`src/rtl/dtree_mc.sv`:
```
`default_nettype none
// ============================================================================
// Module   : dtree_mc
// Brief    : Multi-channel programmable decision-tree classifier, single-MAC datapath
// Revision : 1.0
// ============================================================================
module dtree_mc #(
  parameter int FEATURES    = 3,
  parameter int DEPTH       = 3,
  parameter int IN_WIDTH    = 10,
  parameter int COEFF_WIDTH = 4,
  parameter int CHANNELS    = 2,
  localparam int CH_W       = (CHANNELS > 1) ? $clog2(CHANNELS) : 1,
  localparam int IDX_W      = $clog2(FEATURES + 1)
) (
  input  logic                clk,
  input  logic                reset,
  input  logic                cfg_we,
  output logic                cfg_ready,
  input  logic [CH_W-1:0]     cfg_channel,
  input  logic [DEPTH-1:0]    cfg_node,
  input  logic [IDX_W-1:0]    cfg_idx,
  input  logic [IN_WIDTH-1:0] cfg_data,
  input  logic                in_valid,
  output logic                in_ready,
  input  logic [CH_W-1:0]     in_channel,
  input  logic [IN_WIDTH-1:0] in_sample,
  output logic                out_valid,
  input  logic                out_ready,
  output logic [CH_W-1:0]     out_channel,
  output logic [DEPTH-1:0]    out_class
);

  localparam int NODES  = (1 << DEPTH) - 1;
  localparam int ACC_W  = IN_WIDTH + $clog2(FEATURES + 1) + 1;
  localparam int TERM_W = IN_WIDTH + 1;
  localparam int PROD_W = IN_WIDTH + COEFF_WIDTH;
  localparam int LVL_W  = (DEPTH > 1) ? $clog2(DEPTH) : 1;

  typedef enum logic [1:0] {
    S_COLLECT = 2'd0,
    S_EVAL    = 2'd1,
    S_OUT     = 2'd2
  } state_t;

  state_t r_state, w_state_next;

  logic signed [COEFF_WIDTH-1:0] r_coeff [CHANNELS][NODES][FEATURES];
  logic signed [IN_WIDTH-1:0]    r_bias  [CHANNELS][NODES];
  logic signed [IN_WIDTH-1:0]    r_vec   [FEATURES];

  logic [IDX_W-1:0]        r_beat;
  logic [IDX_W-1:0]        r_feat;
  logic [LVL_W-1:0]        r_level;
  logic [DEPTH-1:0]        r_node;
  logic [CH_W-1:0]         r_channel;
  logic [DEPTH-1:0]        r_class;
  logic signed [ACC_W-1:0] r_acc;

  logic                     w_cfg_ok;
  logic                     w_last_beat;
  logic                     w_last_feat;
  logic                     w_last_level;
  logic signed [PROD_W-1:0] w_prod;
  logic signed [TERM_W-1:0] w_term;
  logic signed [ACC_W-1:0]  w_acc_base;
  logic signed [ACC_W-1:0]  w_acc_next;
  logic                     w_dir;
  logic [DEPTH-1:0]         w_node_next;
  logic [DEPTH:0]           w_class_shift;

  assign w_last_beat  = (r_beat == IDX_W'(FEATURES - 1));
  assign w_last_feat  = (r_feat == IDX_W'(FEATURES - 1));
  assign w_last_level = (r_level == LVL_W'(DEPTH - 1));

  // Q1.(COEFF_WIDTH-1) product rescaled with floor semantics, then sign-extended.
  assign w_prod        = r_vec[r_feat] * r_coeff[r_channel][r_node][r_feat];
  assign w_term        = TERM_W'(w_prod >>> (COEFF_WIDTH - 1));
  assign w_acc_base    = (r_feat == '0) ? ACC_W'(r_bias[r_channel][r_node]) : r_acc;
  assign w_acc_next    = w_acc_base + ACC_W'(w_term);
  assign w_dir         = ~w_acc_next[ACC_W-1];
  assign w_node_next   = (r_node << 1) + DEPTH'(1) + DEPTH'(w_dir);
  assign w_class_shift = {r_class, w_dir};

  assign w_cfg_ok = cfg_we && cfg_ready
                    && (int'(cfg_channel) < CHANNELS)
                    && (int'(cfg_node) < NODES)
                    && (int'(cfg_idx) <= FEATURES);

  always_ff @(posedge clk or negedge reset) begin
    if (!reset) begin
      r_state <= S_COLLECT;
    end else begin
      r_state <= w_state_next;
    end
  end

  always_comb begin
    w_state_next = r_state;
    in_ready     = 1'b0;
    out_valid    = 1'b0;
    cfg_ready    = 1'b0;
    case (r_state)
      S_COLLECT: begin
        in_ready  = 1'b1;
        cfg_ready = (r_beat == '0);
        if (in_valid && w_last_beat) w_state_next = S_EVAL;
      end
      S_EVAL: begin
        if (w_last_feat && w_last_level) w_state_next = S_OUT;
      end
      S_OUT: begin
        out_valid = 1'b1;
        if (out_ready) w_state_next = S_COLLECT;
      end
      default: w_state_next = S_COLLECT;
    endcase
  end

  always_ff @(posedge clk or negedge reset) begin
    if (!reset) begin
      r_beat    <= '0;
      r_feat    <= '0;
      r_level   <= '0;
      r_node    <= '0;
      r_channel <= '0;
      r_class   <= '0;
      r_acc     <= '0;
      for (int f = 0; f < FEATURES; f++) r_vec[f] <= '0;
    end else begin
      case (r_state)
        S_COLLECT: begin
          if (in_valid) begin
            r_vec[r_beat] <= in_sample;
            if (r_beat == '0) r_channel <= in_channel;
            if (w_last_beat) begin
              r_beat  <= '0;
              r_feat  <= '0;
              r_level <= '0;
              r_node  <= '0;
            end else begin
              r_beat <= r_beat + IDX_W'(1);
            end
          end
        end
        S_EVAL: begin
          r_acc <= w_acc_next;
          if (w_last_feat) begin
            r_feat  <= '0;
            r_level <= r_level + LVL_W'(1);
            r_node  <= w_node_next;
            r_class <= w_class_shift[DEPTH-1:0];
          end else begin
            r_feat <= r_feat + IDX_W'(1);
          end
        end
        default: ;
      endcase
    end
  end

  // Tree memory is cleared on reset so an aborted run never leaks old programming.
  always_ff @(posedge clk or negedge reset) begin
    if (!reset) begin
      for (int c = 0; c < CHANNELS; c++) begin
        for (int n = 0; n < NODES; n++) begin
          r_bias[c][n] <= '0;
          for (int f = 0; f < FEATURES; f++) r_coeff[c][n][f] <= '0;
        end
      end
    end else if (w_cfg_ok) begin
      if (int'(cfg_idx) == FEATURES) begin
        r_bias[cfg_channel][cfg_node] <= cfg_data;
      end else begin
        r_coeff[cfg_channel][cfg_node][cfg_idx] <= cfg_data[COEFF_WIDTH-1:0];
      end
    end
  end

  assign out_channel = r_channel;
  assign out_class   = r_class;

endmodule
`default_nettype wire

```
`config.mk`:
```
export PLATFORM = sky130hd
export DESIGN_NAME = dtree_mc
export DESIGN_NICKNAME = d
export VERILOG_FILES = /design/src/rtl/dtree_mc.sv
export SDC_FILE = /design/constraint.sdc
export NUM_CORES = 1
export LEC_CHECK = 0
export BUFFER_PORTS_ARGS = -buffer_cell sky130_fd_sc_hd__buf_2
export CAP_MARGIN = 20
export CORE_ASPECT_RATIO = 2
export CORE_MARGIN = 5
export CORE_UTILIZATION = 68
export DETAILED_ROUTE_END_ITERATION = 7
export PLACE_DENSITY = 0.85
export SLEW_MARGIN = 25
export SYNTH_ARGS = -nofsm -noshare
export SYNTH_HDL_FRONTEND = slang
export SYNTH_SLANG_ARGS = --single-unit
export TNS_END_PERCENT = 30
```
`constraint.sdc`:
```
create_clock -name clk -period 16.7 [get_ports clk]
set_input_delay 4.175 -clock clk [delete_from_list [all_inputs] [get_ports clk]]
set_output_delay 4.175 -clock clk [all_outputs]
set_load 0.01 [all_outputs]
```
Word level (Yosys, flattened, before mapping)
Index checks and enable logic that the tools add are counted.
{ "word_totals": {"ff_bits": 366, "input_bits": 32, "wordCells": 179} }
{ "classes": {"addsub": 6, "n_mul": 1, "n_lt_le_gt_ge": 12, "n_eq_ne": 12, "muxes": 52, "bitwise_logic": 9, "n_reduce_logical": 20} }
{ "ops": {"columns": ["operator", "count"], "rows": [
  ["$mux W84", 4],
  ["$mux W70", 4],
  ["$bwmux W168", 1],
  ["$bwmux W140", 1],
  ["$demux W84 S1", 1],
  ["$demux W70 S1", 1],
  ["$mux W10", 6],
  ["$bmux W12 S3", 1],
  ["$demux W12 S3", 1],
  ["$mux W12", 3],
  ["$bmux W10 S3", 1],
  ["$bwmux W30", 1],
  ["$demux W10 S3", 1],
  ["$bmux W10 S2", 1],
  ["$demux W10 S2", 1],
  ["$mux W2", 8],
  ["$mul A10 B4 Y14", 1],
  ["$add A13 B11 Y13", 1],
  ["$mux W13", 1],
  ["$mux W4", 3],
  ["$ne A2 B2 Y1 const B", 6],
  ["$ge A3 B3 Y1 const B", 3],
  ["$mux W3", 3],
  ["$not A2 Y3", 3],
  ["26 further kinds", 55]
]} }

Longest topological paths before layout
Gate-level depths: netlist (run 1).
{ "logic_depth": {"depth_word": 16, "ltp_mapped": 37} }

Worst setup path before layout (run 1)
OpenSTA, ideal clock, no wires.
{ "synth_path": {"path_kind": "register to register", "from": "reg r_channel (netlist: out_channel)", "to": "reg r_node[2]", "setup_ps": 131, "arrival_ps": 7644, "setup_slack_ps": 8925, "path_stages_with_launch": 35, "synth_period_minus_slack_ps": 7775, "cell_sequence": "dfrtp_1 > buf_6 > buf_2 > buf_4 > buf_4 > buf_2 > buf_2 > mux2i_1 > o211ai_1 > o211ai_1 > o211a_1 > clkbuf_1 > nand2b_1 > fa_1 > fa_1 > fa_1 > inv_1 > ha_1 > fa_1 > a21o_1 > a21oi_1 > nor2b_1 > o21ai_0 > a21oi_1 > a31oi_1 > xnor2_1 > ha_1 > o21ai_0 > nand2b_1 > a21o_1 > o41ai_1 > xnor2_1 > xnor3_2 > nor4bb_1 > or3_1"} }
{ "synth_between": {"elab_chain_len": 16, "elab_cells_between_ends": 23, "classes_between": "add/sub: 2; mul: 1; mux: 18; bitwise: 2"} }
{ "synth_rtl": {"columns": ["item", "line", "text"], "rows": [
  ["from (decl)", "56", "logic [CH_W-1:0] r_channel;"],
  ["from (signal assigned)", "135", "if (r_beat == '0) r_channel <= in_channel;"],
  ["$not A1 Y2 (not written as such) *", "77, 79", null],
  ["$mux W84 (not written as such) (3 in series)", "77", "assign w_prod = r_vec[r_feat] * r_coeff[r_channel][r_node][r_feat];"],
  ["$bmux W12 S3", "77", null],
  ["$mux W12 (not written as such) (2 in series)", "77", null],
  ["$bmux W4 S2", "77", null],
  ["$mux W4 (not written as such) (2 in series)", "77", null],
  ["$mul A10 B4 Y14", "77", null],
  ["$add A13 B11 Y13 *", "80", "assign w_acc_next = w_acc_base + ACC_W'(w_term);"],
  ["$not A1 Y1 *", "81", "assign w_dir = ~w_acc_next[ACC_W-1];"],
  ["$add A3 B1 Y3 *", "82", "assign w_node_next = (r_node << 1) + DEPTH'(1) + DEPTH'(w_dir);"],
  ["$mux W3 *", "148", "if (w_last_feat) begin"],
  ["$pmux W3 S2 *", "131", "case (r_state)"],
  ["to (signal assigned)", "151", "r_node <= w_node_next;"],
  ["to (decl)", "55", "logic [DEPTH-1:0] r_node;"]
]} }
Every way passes the cells marked *; elsewhere a longest branch is shown, timed or not. The select of a mux whose other input is x is not followed.
A chain may end at the register's enable or synchronous reset.

Worst setup path in the final report (run 1)
Ends and elaborated chain as after synthesis.

==> results.md, run 1 <==
- Post-layout min period: 9.07 ns
- CP max stage cell: a21oi_1
- Initial antenna violation count: 0
- DRC viols: 0
- Top-area cell type share of the netlist area: 49.4%
- First-pass GRT wire length: 70.1 mm
- Worst setup SP type: register
- Wire length per cell: 23.9 um
- Row Count: 85
- Hold Crit Class: reg -> reg
- Slew Limit Fails: 0
- Critical Path Start: out_channel$_DFFE_PN0P_
- DP HPWL: 29.1 mm
- Syn_nets: 1529
- RSZ-0062 raised after global routing: false
- Critical Path Max Stage Delay: 0.72 ns
- Die Ht: 244 um
- Synth area leaders: dfrtp_1 49%, mux2_2 20%, mux4_2 7.6%
- Count leader, synth: dfrtp_1
- FF-to-FF End: r_node[2]$_DFFE_PN0P_
- Nets: 1528
- Inserted Clock Buffers: 31
- Slew HR: 31.5%
- Vias/cell: 6.52
- Most common library cells after synthesis: 366 x dfrtp_1, 330 x mux2_2, 107 x nor2_1
- Overall routing resource usage: 28.8%
- Antenna fix cells: 0
- Clock root buffer: clkbuf_16
- Worst hold start: r_vec[6]$_DFFE_PN0P_
- Vias: 11808
- CTS tree: yes
- Routability congestion estimate: 0.873
- Synth warnings: 0
- Grt ovf: 0
- # port buffers: 38
- CTS sink cnt: 366
- Clock Skew: 0.0202 ns
- Core Region: 26900 sq um
- Initial drt markers: 891
- Sequential element share of the synthesized area: 49.4%
- Distinct cells, synth: 60
- Vias in the first global route: 13072
- Die Wd: 127 um
- Worst ir drop on vdd: 0.132 mV
- Area growth syn-to-layout: 8.20%
- Kind of critical path: reg -> reg
- Leak: 9.59 nW
- DIE AREA: 30900 sq um
- Worst-Margin Slew: 1.03 ns
- Final core utilization: 74.6%
- Setup bufs post-CTS: 0
- Crit-path most repeated cell: fa_1
- Final hold vios: 0
- Setup_tns: 0 ns
- Post-CTS sizing: 0
- Antenna Violating Nets Remaining: 0
- Worst Hold Depth: 2
- TritonRoute pass-1 iters: 5
- Syn avg cell area: 12.9 sq um
- H-tree depth: 1
- Final Cycle Share: 54.3%
- Hold Crit Endpoint: r_vec[6]$_DFFE_PN0P_
- Yosys top cell by area: dfrtp_1
- Arr. time, crit path: 9.53 ns
- Yosys reg bits: 366
- Total Wirelength: 43.2 mm
- Post-synthesis cell count: 1440
- Setup violations, final: 0
- Overall power: 3.23 mW
- Fmax: 0.110 GHz
- Power Density: 161 nW/um^2
- Post-synth EDFFs: 0
- Largest net degree at the start of global routing: 160
- Outcome: completed
- Critical path capture point type: register
- Boundary pin count: 39
- CTS max path bufs: 3
- Clk slew on worst S/H paths: 0.07 ns
- Initial core utilization: 69.0%
- Cts hold-fix bufs: 0
- WP data required: 17.16 ns
- Worst r2r src: out_channel$_DFFE_PN0P_
- MaxCap Viol Count: 0
- Share of cells above drive strength 1: 36.2%
- Max FO, Critical Path: 29
- Synth async-reset ratio: 100%
- Reg2Reg Depth: 29
- Most used flip-flop cell after synthesis: dfrtp_1
- Clk_lat worst skew: 0.58 ns
- Worst reg-to-reg setup slack: 7.63 ns
- Mapped cell area: 18600 sq um
placed cells by master (no fill, tap or decap), types with 31 or more instances in the layout:
master and count:
a21oi_1 46, buf_2 37, clkbuf_16 31, dfrtp_1 364, ha_1 35, mux2_2 330
mux2i_1 46, mux4_2 63, nand2_1 99, nor2_1 106, o21ai_0 50
stage by stage:
stage | cell area (sq um) | instances | hold slack [ns] | worst slack [ns]
after floorplan | 18600 | 1440 | 0.445 | 8.92
after global placement | 19000 | 1753 | 0.457 | 7.81
after detailed placement | 19000 | 1753 | 0.467 | 7.65
after CTS | 20000 | 1810 | 0.483 | 7.65
after global routing | 20100 | 1811 | 0.511 | 7.12
final | 20100 | 1811 | 0.482 | 7.63
power breakdown:
part	switching, mW	internal, mW
logic	0.701	0.581
clock network	0.336	0.420
registers	0.142	1.05
total	1.18	2.05
registers in the layout, summed over array words and instances (netlist names):
signal	count
r_level	2
r_state	2
r_coeff	168
r_feat	2
r_acc	13
r_vec	30
out_channel	1
out_class	3
r_node	3
r_bias	140
r_beat	2
area by class of cell:
class	count	area, sq um
Sequential cell	366	9170
Inverter	25	93.8
Clock inverter	18	191
Clock buffer	39	876
Timing Repair Buffer	59	394
Fill cell	1652	6830
Multi-Input combinational cell	956	8920
Tap cell	348	435
cell families after synthesis:
kind of cell	Yosys count	synth area share (%)
buf+inv	118	2.58
compound gates	146	4.71
flops	366	49.4
fa+ha+maj	57	4.73
mux	441	30.4
xor+xnor	25	1.30
simple gates	287	6.95
worst max-delay path, delay by kind of cell (launching register included):
| family | cells | cell delay, ns |
|---|---|---|
| and+or+nand+nor | 6 | 1.01 |
| xor gates and xnor gates | 3 | 0.71 |
| DFF | 1 | 0.70 |
| adders and majority gates | 6 | 2.44 |
| muxes | 3 | 1.33 |
| AOI/OAI and AO/OA | 9 | 2.14 |
| buffers and inverters | 2 | 0.61 |
how the worst max path moves through the flow:
stage                             to  cells past startpoint  slack (ns)
2_1_floorplan  r_node[2]$_DFFE_PN0P_                     34        8.92
3_3_place_gp   r_node[2]$_DFFE_PN0P_                     27        7.81
3_5_place_dp   r_node[2]$_DFFE_PN0P_                     27        7.65
4_1_cts        r_node[2]$_DFFE_PN0P_                     29        7.65
5_1_grt        r_node[2]$_DFFE_PN0P_                     27        7.12
6_report       r_node[2]$_DFFE_PN0P_                     29        7.63
metal layers:
layer | share of wire, % | wire length [um] | global-route usage (%) | up-vias
met5 | 0 | 0 | 0 | -
met4 | 5.5 | 2370 | 15.1 | 0
met3 | 4.9 | 2120 | 3.38 | 153
met2 | 54 | 23300 | 51.3 | 401
met1 | 36 | 15500 | 33.7 | 6130
li1 | - | - | - | 5124
(Power assumes the default switching activity.)
==> run 2: changes to the inputs <==
--- a/config.mk
+++ b/config.mk
@@ -9,9 +9,9 @@
 export CAP_MARGIN = 20
 export CORE_ASPECT_RATIO = 2
 export CORE_MARGIN = 5
-export CORE_UTILIZATION = 68
+export CORE_UTILIZATION = 63
 export DETAILED_ROUTE_END_ITERATION = 7
-export PLACE_DENSITY = 0.85
+export PLACE_DENSITY = 0.8
 export SLEW_MARGIN = 25
 export SYNTH_ARGS = -nofsm -noshare
 export SYNTH_HDL_FRONTEND = slang
==> constraint.sdc (replaced) <==
create_clock -name clk -period 8.7 [get_ports clk]
set_input_delay 2.175 -clock clk [delete_from_list [all_inputs] [get_ports clk]]
set_output_delay 2.175 -clock clk [all_outputs]
set_load 0.01 [all_outputs]
==> run 2 against run 1 <==
  * Clock power grew 100%
  * Combinational power grew 95%
  * First-iteration DRC count shrank 8.2%
  * Sequential share of layout area shrank 0.21 points
  * Count of clock-buffer cells in the layout grew 11
  * Non-clock buffer count shrank 3
  * Fmax grew 11%
  * Die area grew 7.5%
  * Cell count grew 0.77%
  * Register-to-register slack lost 7.1 ns
  * Worst hold slack lost 0.0056 ns
  * Wire length shrank 0.10%
  * Critical endpoint unchanged
==> results.md, run 2 (synthesis results as in run 1) <==
- DIE AREA: 33200 sq um (+7.5%)
- Kind of critical path: reg -> reg
- Arr. time, crit path: 8.56 ns (-0.97 ns)
- Comb power frac: 39.6% (about the same)
- WP data required: 9.09 ns (-8.07 ns)
- Overall routing resource usage: 26.3% (-2.5 points)
- Critical path capture point type: register
- Most common cell after layout, fill and taps aside: dfrtp_1
- Row Count: 89 (+4.7%)
- Fin cells: 1825 (+0.77%)
- RSZ-0062 raised after global routing: false
- Clk_lat worst skew: 0.53 ns (-0.05 ns)
- Antenna fix cells: 0 (unchanged)
- Nets: 1528 (unchanged)
- Vias in the first global route: 13007 (-0.50%)
- Wire length per cell: 23.7 um (-0.87%)
- TritonRoute pass-1 iters: 5 (unchanged)
- First-pass GRT wire length: 70.1 mm (about the same)
- Clk slew on worst S/H paths: 0.06 ns (about the same)
- Worst-Margin Slew: 1.09 ns (+0.0607 ns)
- Critical Path Start: r_node[0]$_DFFE_PN0P_
- Placed instance count: 1765 (+0.68%)
- Hold Crit Class: reg -> reg
- Initial drt markers: 818 (-8.2%)
- Net Sw Frac: 36.0% (-0.51 points)
- Reg power frac: 36.2% (-0.7 points)
- Routability congestion estimate: 0.913 (+4.5%)
- Boundary pin count: 39 (unchanged)
- Cts hold-fix bufs: 0 (unchanged)
- Setup violations, final: 0 (unchanged)
- Initial core utilization: 63.3% (-5.6 points)
- Share of cells above drive strength 1: 36.1% (-0.16 points)
- Setup bufs post-CTS: 0 (unchanged)
- Die Wd: 131 um (+3.6%)
- Core Region: 29300 sq um (+8.8%)
- Largest net degree at the start of global routing: 195 (+22%)
- Top Registers: r_coeff (168), r_bias (140), r_vec (30)
- Setup_tns: 0 ns (unchanged)
- CTS max path bufs: 3 (unchanged)
- Post-CTS sizing: 0 (unchanged)
- Outcome: completed
- Worst setup SP type: register
- Worst r2r src: r_node[0]$_DFFE_PN0P_
- Internal power: 4.03 mW (+97%)
- Clock Skew: 0.0178 ns (-0.00241 ns)
- Critical Path End: r_node[2]$_DFFE_PN0P_
- Final Cycle Share: 93.9% (+40 points)
- Area growth syn-to-layout: 8.71%
- Post-layout min period: 8.17 ns (-0.906 ns)
- Inserted Clock Buffers: 34 (+9.7%)
- Grt ovf: 0 (unchanged)
- DRC viols: 0 (unchanged)
- FF-to-FF End: r_node[2]$_DFFE_PN0P_
- # fillers: 1992 (+21%)
- Largest Register: r_coeff
- Vias: 11845 (+0.31%)
- CP max stage cell: dfrtp_4
- Leak: 9.60 nW (+0.10%)
- Die Ht: 253 um (+3.7%)
- DP HPWL: 28.9 mm (-0.85%)
- Clock root buffer: clkbuf_16
- Critical Path Max Stage Delay: 0.89 ns (+0.17 ns)
- Reg2Reg Depth: 30 (+3.4%)
- Switching pwr: 2.27 mW (+92%)
- # port buffers: 38 (unchanged)
- Fmax: 0.122 GHz (+11%)
- Design Area, Final: 20200 sq um (+0.47%)
- Final hold vios: 0 (unchanged)
- Most frequent cells in the layout: 364 x dfrtp_1, 330 x mux2_2, 101 x nor2_1, 99 x nand2_1, 63 x mux4_2
- CTS tree: yes
- Initial antenna violation count: 2 (+2)
- Area after DPL: 19000 sq um (about the same)
- CTS sink cnt: 366 (unchanged)
- Total Wirelength: 43.2 mm (-0.10%)
- Slew HR: 27.1% (-4.3 points)
- Slew Limit Fails: 0 (unchanged)
- Vias/cell: 6.49 (-0.46%)
- Max FO, Critical Path: 41 (+41%)
- Worst ir drop on vdd: 0.187 mV (+41%)
- Power Density: 312 nW/um^2 (+94%)
- MaxCap Viol Count: 0 (unchanged)
- H-tree depth: 2 (+1)
- Worst reg-to-reg setup slack: 0.53 ns (-7.09 ns)
- Antenna Violating Nets Remaining: 0 (unchanged)
- Number of flip-flops in the largest register: 168 (unchanged)
- Clk pwr share: 24.2% (+0.8 points)
-- run 2: cell count changes in the layout (fill, tap and decap cells not counted), sizes merged --
cell / delta
buf: -3
inv: -1
clkbuf: +11
clkinv: -7
clkinvlp: -2
-- run 2: metal layers --
layer / vias up / part of all wire (%) / global-route usage [%] / wire (um)
met4: 4 / 3.7 / 10.2 / 1610
met5: - / 0.049 / 0 / 21
met3: 124 / 5.9 / 3.76 / 2540
met1: 6200 / 39 / 33.6 / 16700
met2: 386 / 52 / 45.5 / 22400
li1: 5131 / - / - / -
-- run 2: worst min-delay path by stage --
stage                           endpoint  slack, ns  cells past startpoint            startpoint
finish              r_vec[5]$_DFFE_PN0P_       0.48                      2  r_vec[5]$_DFFE_PN0P_
global route        r_vec[5]$_DFFE_PN0P_       0.50                      2  r_vec[5]$_DFFE_PN0P_
CTS                 r_vec[5]$_DFFE_PN0P_       0.48                      2  r_vec[5]$_DFFE_PN0P_
detailed placement  r_vec[5]$_DFFE_PN0P_       0.46                      2  r_vec[5]$_DFFE_PN0P_
global placement    r_vec[5]$_DFFE_PN0P_       0.46                      2  r_vec[5]$_DFFE_PN0P_
floorplan           r_vec[0]$_DFFE_PN0P_       0.45                      2  r_vec[0]$_DFFE_PN0P_
-- run 2: per-stage QoR --
step | worst slack [ns] | hold WS (ns) | utilization (%) | power (mW)
after floorplan | 0.925 | 0.445 | - | 4.12
after global placement | 0.599 | 0.458 | 64.8 | 4.64
after detailed placement | 0.411 | 0.462 | 64.8 | 4.75
after CTS | 0.337 | 0.478 | 68.7 | 6.30
after global routing | 0.0824 | 0.501 | 68.9 | 6.67
final | 0.533 | 0.477 | 68.9 | 6.30
-- run 2: critical path, delay by kind of cell, from the launching register on --
kind / cells / cell delay [ns]
AO/OA/AOI/OAI: 12 / 2.19
XOR/XNOR: 3 / 0.75
adder cells (fa/ha/maj): 6 / 2.45
buffers and inverters: 3 / 0.54
flip-flops: 1 / 0.89
AND/OR/NAND/NOR: 6 / 1.14
-- run 2: cell type report --
class / count / area [sq um] / area share, %
sequential: 366 / 9170 / 45.4
timing repair buffer: 56 / 384 / 1.90
inverter: 25 / 93.8 / 0.465
multi-input combinational: 956 / 8940 / 44.4
clock buffer: 50 / 1000 / 4.97
clock inverter: 8 / 121 / 0.602
tap: 364 / 455 / 2.26
-- run 2: power groups by stage --
stage	Clock, mW	Combinational, mW	Sequential (mW)
2_1_floorplan	0	1.97	2.15
3_3_place_gp	0	2.35	2.28
3_5_place_dp	0	2.43	2.32
4_1_cts	1.55	2.46	2.29
5_1_grt	1.61	2.74	2.31
6_report	1.52	2.49	2.28
==> run 3: changes to the inputs <==
--- a/config.mk
+++ b/config.mk
@@ -5,7 +5,7 @@
 export SDC_FILE = /design/constraint.sdc
 export NUM_CORES = 1
 export LEC_CHECK = 0
-export BUFFER_PORTS_ARGS = -buffer_cell sky130_fd_sc_hd__buf_2
+export BUFFER_PORTS_ARGS = -buffer_cell sky130_fd_sc_hd__buf_4
 export CAP_MARGIN = 20
 export CORE_ASPECT_RATIO = 2
 export CORE_MARGIN = 5
==> run 3 against run 2 <==
  * Sequential cell count unchanged
  * Sequential share of layout area fell by 0.37 points
  * Non-clock buffer count increased by 2
  * Global-route usage grew 0.61 points
  * Clock power up 3%
  * Cell area up 0.83%
  * First-iteration DRC count increased by 1.1%
  * Critical path depth fell by 1
  * Via count down 1.2%
==> results.md, run 3 (synthesis results as in run 1) <==
- Worst-Margin Slew: 1.01 ns (-0.0781 ns)
- Power Density: 314 nW/um^2 (+0.45%)
- TritonRoute pass-1 iters: 6 (+1)
- Largest Register: r_coeff
- RSZ-0062 raised after global routing: false
- Worst ir drop on vdd: 0.224 mV (+20%)
- Core Region: 29300 sq um (unchanged)
- Design Area, Final: 20300 sq um (+0.83%)
- Initial antenna violation count: 0 (-2)
- Overall power: 6.38 mW (+1.3%)
- Fmax: 0.122 GHz (-0.52%)
- Clk_lat worst skew: 0.54 ns (about the same)
- Max FO, Critical Path: 42 (+2.4%)
- MaxCap Viol Count: 0 (unchanged)
- Number of flip-flops in the largest register: 168 (unchanged)
- Setup bufs post-CTS: 0 (unchanged)
- Nets: 1530 (+0.13%)
- Initial drt markers: 827 (+1.1%)
- Hold Crit Class: reg -> reg
- DP HPWL: 29.2 mm (+1.1%)
- Initial core utilization: 63.3% (unchanged)
- Post-CTS sizing: 0 (unchanged)
- Setup violations, final: 0 (unchanged)
- Total Wirelength: 43.8 mm (+1.5%)
- WP data required: 9.09 ns (about the same)
- Boundary pin count: 39 (unchanged)
- CTS max path bufs: 3 (unchanged)
- DRC viols: 0 (unchanged)
- # port buffers: 38 (unchanged)
- DIE AREA: 33200 sq um (unchanged)
- Arr. time, crit path: 8.60 ns (+0.04 ns)
- Worst setup SP type: register
- Slew HR: 32.6% (+5.5 points)
- Clock root buffer: clkbuf_16
- CP max stage cell: dfrtp_4
- Overall routing resource usage: 26.9% (+0.61 points)
- Kind of critical path: reg -> reg
- Slew Limit Fails: 0 (unchanged)
- Critical path capture point type: register
- Row Count: 89 (unchanged)
- Outcome: completed
- First-pass GRT wire length: 71.4 mm (+1.9%)
- Most common cell after layout, fill and taps aside: dfrtp_1
- Clk slew on worst S/H paths: 0.06 ns (about the same)
- Largest net degree at the start of global routing: 158 (-19%)
- H-tree depth: 2 (unchanged)
- Die Wd: 131 um (unchanged)
- Share of cells above drive strength 1: 36.6% (+0.49 points)
- Inserted Clock Buffers: 34 (unchanged)
- Crit-path most repeated cell: fa_1
- CTS tree: yes
- Vias in the first global route: 12934 (-0.56%)
- Area after DPL: 19100 sq um (+0.58%)
- Antenna Violating Nets Remaining: 0 (unchanged)
- Vias: 11703 (-1.2%)
- Wire length per cell: 24.0 um (+1.2%)
- Top Registers: r_coeff (168), r_bias (140), r_vec (30)
- Cts hold-fix bufs: 0 (unchanged)
- Final Cycle Share: 94.4% (+0.49 points)
- Grt ovf: 0 (unchanged)
- Antenna fix cells: 0 (unchanged)
- Post-layout min period: 8.21 ns (+0.0429 ns)
- Worst reg-to-reg setup slack: 0.49 ns (-0.04 ns)
- Vias/cell: 6.40 (-1.5%)
- Clock Skew: 0.0235 ns (+0.00570 ns)
- Setup_tns: 0 ns (unchanged)
- CTS sink cnt: 366 (unchanged)
- Area growth syn-to-layout: 9.60%
- Critical Path Max Stage Delay: 0.83 ns (-0.06 ns)
- Die Ht: 253 um (unchanged)
- Worst hold margin: 0.483 ns (+0.00573 ns)
- Routability congestion estimate: 0.913 (about the same)
- Final hold vios: 0 (unchanged)
- Most frequent cells in the layout: 364 x dfrtp_1, 330 x mux2_2, 100 x nor2_1, 99 x nand2_1, 63 x mux4_2
- Leak: 9.68 nW (+0.76%)
run 3: cell count changes in the layout (fill, tap and decap cells not counted), sizes merged:
cell,before,now
clkbuf,50,49
bufinv,3,4
clkinv,3,7
buf,56,57
run 3: worst paths after layout:
| kind | end | depth (start not counted) | from |
|---|---|---|---|
| min in group asynchronous | r_coeff[137]$_DFFE_PN0P_ | 1 | reset |
| hold reg to reg | r_acc[8]$_DFFE_PN0P_ | 2 | r_acc[8]$_DFFE_PN0P_ |
| setup reg to reg | r_node[2]$_DFFE_PN0P_ | 29 | r_node[0]$_DFFE_PN0P_ |
| max in group asynchronous | r_bias[73]$_DFFE_PN0P_ | 3 | reset |
| hold / removal | r_acc[8]$_DFFE_PN0P_ | 2 | r_acc[8]$_DFFE_PN0P_ |
| setup / recovery | r_node[2]$_DFFE_PN0P_ | 29 | r_node[0]$_DFFE_PN0P_ |
run 3: cell type report:
| class | instances | area, sq um |
|---|---|---|
| Clock inverter | 13 | 175 |
| Sequential cell | 366 | 9170 |
| Tap cell | 364 | 455 |
| Inverter | 25 | 93.8 |
| Timing Repair Buffer | 58 | 497 |
| Multi-Input combinational cell | 956 | 8950 |
| Fill cell | 1959 | 8950 |
| Clock buffer | 48 | 995 |
run 3: routing by layer:
layer,vias up,global-route usage (%),share of wire [%]
met4,0,10.7,4.1
met3,119,3.39,4.4
met1,6115,35.3,40
met2,343,45.8,51
met5,-,0,0
li1,5126,-,-
run 3: worst max-delay path, delay by kind of cell (launching register included):
kind	cells	cell delay [ns]
AO/OA/AOI/OAI	9	1.67
buffers and inverters	2	0.27
flip-flops	1	0.83
multiplexers	3	1.10
adder cells (fa/ha/maj)	6	2.48
AND/OR/NAND/NOR	6	0.96
XOR/XNOR	3	0.70
run 3: metrics by stage:
stage	setup slack, ns	cells	util [%]
floorplan	0.925	1440	-
global placement	0.681	1767	65.1
detailed placement	0.444	1767	65.2
CTS	0.419	1828	69.2
global route	0.0254	1830	69.4
finish	0.490	1830	69.4
run 3: power by group:
part           switching (mW)  leakage (nW)  internal (mW)  total [mW]
logic                    1.38          4.14           1.15        2.53
registers               0.264          4.96           2.01        2.28
clock network           0.654         0.578          0.921        1.57
